$ cat config.mk
export PLATFORM = sky130hd
export DESIGN_NAME = frame_painter
export DESIGN_NICKNAME = d
export VERILOG_FILES = /design/src/rtl/frame_painter.sv
export SDC_FILE = /design/constraint.sdc
export NUM_CORES = 1
export LEC_CHECK = 0
export ABC_AREA = 1
export BUFFER_PORTS_ARGS = -buffer_cell sky130_fd_sc_hd__buf_2
export CORE_MARGIN = 2
export CORE_UTILIZATION = 61
export DETAILED_ROUTE_END_ITERATION = 8
export PLACE_DENSITY = 0.85
export SYNTH_ARGS = -nofsm -noshare
export SYNTH_HDL_FRONTEND = slang
export SYNTH_SLANG_ARGS = --single-unit
$ cat constraint.sdc
create_clock -name clock -period 6.6 [get_ports clock]
set_input_delay 1.32 -clock clock [delete_from_list [all_inputs] [get_ports clock]]
set_output_delay 1.32 -clock clock [all_outputs]
set_load 0.01 [all_outputs]
$ cat src/rtl/frame_painter.sv
// frame_painter: turns the scan-counter (x,y) sweep into VGA-adapter plot writes.
// Blanks one full frame after sync, then paints a double-buffered ball and paddle every frame.
module frame_painter #(
  parameter int          X_RES         = 160,
  parameter int          Y_RES         = 120,
  parameter int          X_MAX         = 160,
  parameter int          Y_MAX         = 120,
  parameter int          BALL_SIZE     = 4,
  parameter int          PADDLE_W      = 16,
  parameter int          PADDLE_H      = 2,
  parameter int          PADDLE_Y      = 112,
  parameter logic [2:0]  BALL_COLOUR   = 3'b111,
  parameter logic [2:0]  PADDLE_COLOUR = 3'b010,
  parameter logic [2:0]  BG_COLOUR     = 3'b000
) (
  input  logic       clock,
  input  logic       reset,
  input  logic [7:0] x_in,
  input  logic [6:0] y_in,
  input  logic       obj_load,
  input  logic [7:0] ball_x,
  input  logic [6:0] ball_y,
  input  logic [7:0] paddle_x,
  output logic       obj_ack,
  output logic [7:0] x_out,
  output logic [6:0] y_out,
  output logic [2:0] colour,
  output logic       plot,
  output logic       frame_done
);

  typedef enum logic [1:0] {
    SYNC  = 2'd0,
    CLEAR = 2'd1,
    DRAW  = 2'd2
  } state_t;

  state_t     state, state_nxt;

  logic [7:0] pend_bx, pend_px, act_bx, act_px, cur_bx, cur_px;
  logic [6:0] pend_by, act_by, cur_by;

  logic       frame_start, frame_end, copy_obj, on_screen;
  logic       hit_ball, hit_paddle;
  logic [2:0] colour_p0;
  logic       vld_p0;

  logic [7:0] x_p1;
  logic [6:0] y_p1;
  logic [2:0] colour_p1;
  logic       vld_p1, done_p1, ack_p1;

  // Bounds are evaluated one bit wider than the coordinate so objects near
  // the right/bottom edge are clipped instead of wrapping back to 0.
  function automatic logic in_span(input logic [8:0] v, input logic [8:0] lo,
                                   input logic [8:0] len);
    return (v >= lo) && (v < lo + len);
  endfunction

  // Stage p0: frame detection, state update and colour decision
  always_comb begin
    frame_start = (x_in == 8'd0) && (y_in == 7'd0);
    frame_end   = (x_in == 8'(X_MAX)) && (y_in == 7'(Y_MAX));
    on_screen   = ({1'b0, x_in} < 9'(X_RES)) && ({1'b0, y_in} < 8'(Y_RES));

    state_nxt = state;
    case (state)
      SYNC:    if (frame_start) state_nxt = CLEAR;
      CLEAR:   if (frame_end)   state_nxt = DRAW;
      DRAW:    state_nxt = DRAW;
      default: state_nxt = SYNC;
    endcase

    // The pending->active copy is visible to the frame-start pixel itself.
    copy_obj = (state == DRAW) && frame_start;
    cur_bx   = copy_obj ? pend_bx : act_bx;
    cur_by   = copy_obj ? pend_by : act_by;
    cur_px   = copy_obj ? pend_px : act_px;

    hit_ball   = in_span({1'b0, x_in}, {1'b0, cur_bx}, 9'(BALL_SIZE)) &&
                 in_span({2'b00, y_in}, {2'b00, cur_by}, 9'(BALL_SIZE));
    hit_paddle = in_span({1'b0, x_in}, {1'b0, cur_px}, 9'(PADDLE_W)) &&
                 in_span({2'b00, y_in}, 9'(PADDLE_Y), 9'(PADDLE_H));

    colour_p0 = BG_COLOUR;
    if (state_nxt == DRAW) begin
      if (hit_ball)        colour_p0 = BALL_COLOUR;
      else if (hit_paddle) colour_p0 = PADDLE_COLOUR;
    end

    vld_p0 = (state_nxt != SYNC) && on_screen;
  end

  always_ff @(posedge clock or posedge reset) begin
    if (reset) begin
      state   <= SYNC;
      pend_bx <= '0;
      pend_by <= '0;
      pend_px <= '0;
      act_bx  <= '0;
      act_by  <= '0;
      act_px  <= '0;
    end else begin
      state <= state_nxt;
      if (copy_obj) begin
        act_bx <= pend_bx;
        act_by <= pend_by;
        act_px <= pend_px;
      end
      if (obj_load) begin
        pend_bx <= ball_x;
        pend_by <= ball_y;
        pend_px <= paddle_x;
      end
    end
  end

  // Stage p1: registered outputs to the VGA adapter
  always_ff @(posedge clock or posedge reset) begin
    if (reset) begin
      x_p1      <= '0;
      y_p1      <= '0;
      colour_p1 <= '0;
      vld_p1    <= 1'b0;
      done_p1   <= 1'b0;
      ack_p1    <= 1'b0;
    end else begin
      x_p1      <= x_in;
      y_p1      <= y_in;
      colour_p1 <= colour_p0;
      vld_p1    <= vld_p0;
      done_p1   <= frame_end && (state != SYNC);
      ack_p1    <= obj_load;
    end
  end

  assign x_out      = x_p1;
  assign y_out      = y_p1;
  assign colour     = colour_p1;
  assign plot       = vld_p1;
  assign frame_done = done_p1;
  assign obj_ack    = ack_p1;

endmodule

==> flow_metrics.env <==
export IMPL_max_cap_violations=0
export IMPL_cts_hold_buf=0
export IMPL_grt_pass1_vias=2845
export IMPL_synth_largest_area_cell="dfrtp_1"
export IMPL_cts_made_buffers=9
export IMPL_status="complete, no violations"
export IMPL_grtUsageTotal_pct=23.4
export IMPL_crit_arrival_ns=4.32
export IMPL_rsz0062_at_grt="no"
export IMPL_final_area_um2=4330
export IMPL_ys_types=38
export IMPL_placed_cell_area_um2=4130
export IMPL_finalHoldViolations=0
export IMPL_fin_skew_ns=0.00902
export IMPL_maxSlewViolCount=0
export IMPL_path_common_cell="nand2_1"
export IMPL_synthFlopType="dfrtp_1"
export IMPL_cts_resized=0
export IMPL_syn_area_per_cell_um2=9.15
export IMPL_synthTopCellsByCount="nand2_1 (88), inv_1 (73), dfrtp_1 (68)"
export IMPL_holdWs_ns=0.501
export IMPL_yosys_register_bits=68
export IMPL_crit_cells=23
export IMPL_path_class="in -> reg"
export IMPL_multi_input_area_um2=1750
export IMPL_ioPinCount=62
export IMPL_path_max_fanout=43
export IMPL_cp_top_family="simple AND/OR/NAND/NOR gates"
export IMPL_gp_congestion=0.932
export IMPL_die_x_um=82.9
export IMPL_hold_start="act_bx[4]$_DFF_PP0_"
export IMPL_cts_setup_buffers=0
export IMPL_clock_latency_ns=0.35
export IMPL_hold_path_class="reg -> reg"
export IMPL_first_pass_iters=4
export IMPL_r2r_start="state[0]$_DFF_PP0_"
export IMPL_crit_chain="buf_2 -> nor2_1 -> nand2_1 -> nor2_4 -> nand3_4 -> nand2_1 -> nand2_2 -> and2_1 -> xor2_1 -> ha_1 -> nand2_1 -> inv_1 -> a21oi_1 -> nand3_1 -> nand2_1 -> nand2_1 -> nand2_1 -> nand2_1 -> nand2_1 -> nand2_1 -> nand2_2 -> nand3_2 -> inv_1"
export IMPL_pwr_density_cell_nw_per_um2=202
export IMPL_cts_path_max_buffers=2
export IMPL_hpwl_um=5380
export IMPL_diodes=0
export IMPL_die_area_um2=6870
export IMPL_routedWlPerCell_um=13.3
export IMPL_rows=28
export IMPL_routed_wl_um=7440
export IMPL_path_buf_inv=3
export IMPL_crit_slowest_cell="nand3_4"
export IMPL_die_h_um=82.9
export IMPL_fin_nets=558
export IMPL_finalSetupViolations=0
export IMPL_tns_ns=0
export IMPL_cp_startpoint="x_in[2]"
export IMPL_core_um2=5960
export IMPL_layout_drive_gt1_share_pct=24.8
export IMPL_seq_area_um2=1700
export IMPL_drc_errors=0
export IMPL_routed_via_count=2882
export IMPL_maxSlewHeadroom_pct=45.3
export IMPL_grt_start_max_net_pins=69
export IMPL_cp_required_ns=6.89
export IMPL_worst_ir_drop_vdd_mv=0.142
export IMPL_antenna_found_initial=0
export IMPL_r2r_cells=20
export IMPL_cts_root_buf="clkbuf_8"
export IMPL_drt_iter0_markers=174
export IMPL_cts_max_level=3
export IMPL_cp_end_kind="register"
export IMPL_max_stage_delay_ns=0.46
export IMPL_syn_to_final_growth_pct=14.1
export IMPL_numPortBuffers=61
export IMPL_fill_cells=443
export IMPL_rrSetupSlack_ns=3.38
export IMPL_endpoint="colour[0]$_DFF_PP0_"
export IMPL_ys_top_cells_by_area="dfrtp_1 (45%), ha_1 (13%), nand2_1 (8.7%)"
export IMPL_max_freq_mhz=248
export IMPL_startpoint_type="primary input"
export IMPL_finalCriticalPeriod_ns=4.04
export IMPL_worstMarginPinSlew_ns=0.820
export IMPL_synth_most_common_cell="nand2_1"
export IMPL_cts_sinks=68
export IMPL_synth_area_um2=3800
export IMPL_p_leak_nw=2.31
export IMPL_ys_warn_count=0
export IMPL_ys_seq_area_share_pct=44.8
export IMPL_grt_pass1_wl_um=13000
export IMPL_fin_crit_sh_pct=61.1
export IMPL_utilization_pct=72.8
export IMPL_r2r_end="colour[0]$_DFF_PP0_"
export IMPL_synth_edf_count=0
export IMPL_path_clk_slew_ns=0.07
export IMPL_start_util_pct=63.8
export IMPL_syn_inst=415
export IMPL_syn_nets=495
export IMPL_ant_nets=0
export IMPL_postSynth_asyncResetShare_pct=100
export IMPL_via_per_inst=5.16
export IMPL_grt_overflow=0
export IMPL_cts_tree="yes"
export IMPL_synth_top_cell_area_share_pct=44.8
-- layout make-up --
type                            instances  share of cell area, %
Clock buffer                           12                   3.58
Clock inverter                          4                   1.10
Inverter                               74                   6.41
Multi-Input combinational cell        263                   40.3
Sequential cell                        68                   39.3
Tap cell                               75                   2.17
Timing Repair Buffer                   62                   7.22
-- registers in the layout (all words and copies together), names as in the netlist, 2 cells and up --
name     flops
state        2
colour       2
act_by       7
pend_px      8
pend_bx      8
act_bx       8
act_px       8
pend_by      7
y_out        7
x_out        8
-- worst min path at each step --
| stage | slack, ns | end | depth (start not counted) |
|---|---|---|---|
| 2_1_floorplan | 0.47 | act_bx[4]$_DFF_PP0_ | 2 |
| 3_3_place_gp | 0.48 | act_bx[4]$_DFF_PP0_ | 2 |
| 3_5_place_dp | 0.49 | act_bx[4]$_DFF_PP0_ | 2 |
| 4_1_cts | 0.51 | act_bx[4]$_DFF_PP0_ | 2 |
| 5_1_grt | 0.53 | pend_px[1]$_DFFE_PP0P_ | 1 |
| 6_report | 0.50 | act_bx[4]$_DFF_PP0_ | 2 |
-- placed cells by master (no fill, tap or decap), types with 2 or more instances in the layout --
master,instances
nand2_1,88
inv_1,72
dfrtp_1,68
buf_2,61
ha_1,39
o21ai_0,25
a21oi_1,14
nand3_1,13
mux2_2,12
nor2_1,12
clkbuf_8,11
nand4_1,9
nand2_2,7
o21ai_2,5
xor2_1,5
nor2_2,4
nor2_4,3
nor3_1,3
nand3_2,3
o21ai_1,2
o21ai_4,2
inv_2,2
o21bai_1,2
xnor2_1,2
o2111ai_1,2
clkinv_2,2
-- worst register-to-register path: stages (launching register included) --
cell and delay [ns]:
dfrtp_1 0.42, nor2_2 0.30, nand3_4 0.48, nand2_1 0.31
nand2_2 0.09, and2_1 0.22, xor2_1 0.16, ha_1 0.29
nand2_1 0.06, inv_1 0.04, a21oi_1 0.14, nand3_1 0.09
nand2_1 0.07, nand2_1 0.04, nand2_1 0.05, nand2_1 0.04
nand2_1 0.05, nand2_1 0.05, nand2_2 0.08, nand3_2 0.09
inv_1 0.07
-- routing by layer --
layer	routed length, um	GRT usage (%)	vias up
met4	86	10.6	0
met5	0	0	-
met1	3340	31.4	1356
met3	413	4.27	8
li1	-	-	1454
met2	3610	37.1	64
-- report_power, final --
part	switching [W]	total, W	leakage, nW	internal (W)
clock	0.000155	0.000349	0.102	0.000194
sequential	0.00000768	0.000443	0.792	0.000435
combinational	0.0000498	0.0000834	1.42	0.0000336
total	0.000213	0.000875	2.31	0.000662
-- cell families after synthesis --
group	synth area share [%]
flip-flops	44.8
XOR/XNOR	1.61
multiplexers	3.56
AND/OR/NAND/NOR	18.1
buffers and inverters	9.23
AO/OA/AOI/OAI	9.88
adder cells (fa/ha/maj)	12.9
-- per-stage QoR --
step	std cells	total power (W)	setup slack, ns
after detailed placement	542	0.000534	2.26
after floorplan	415	0.000498	3.03
after global placement	542	0.000530	2.36
after CTS	558	0.000881	2.61
after global routing	558	0.000914	2.23
final	558	0.000875	2.56
No activity file was read; power rests on OpenSTA's default activity.
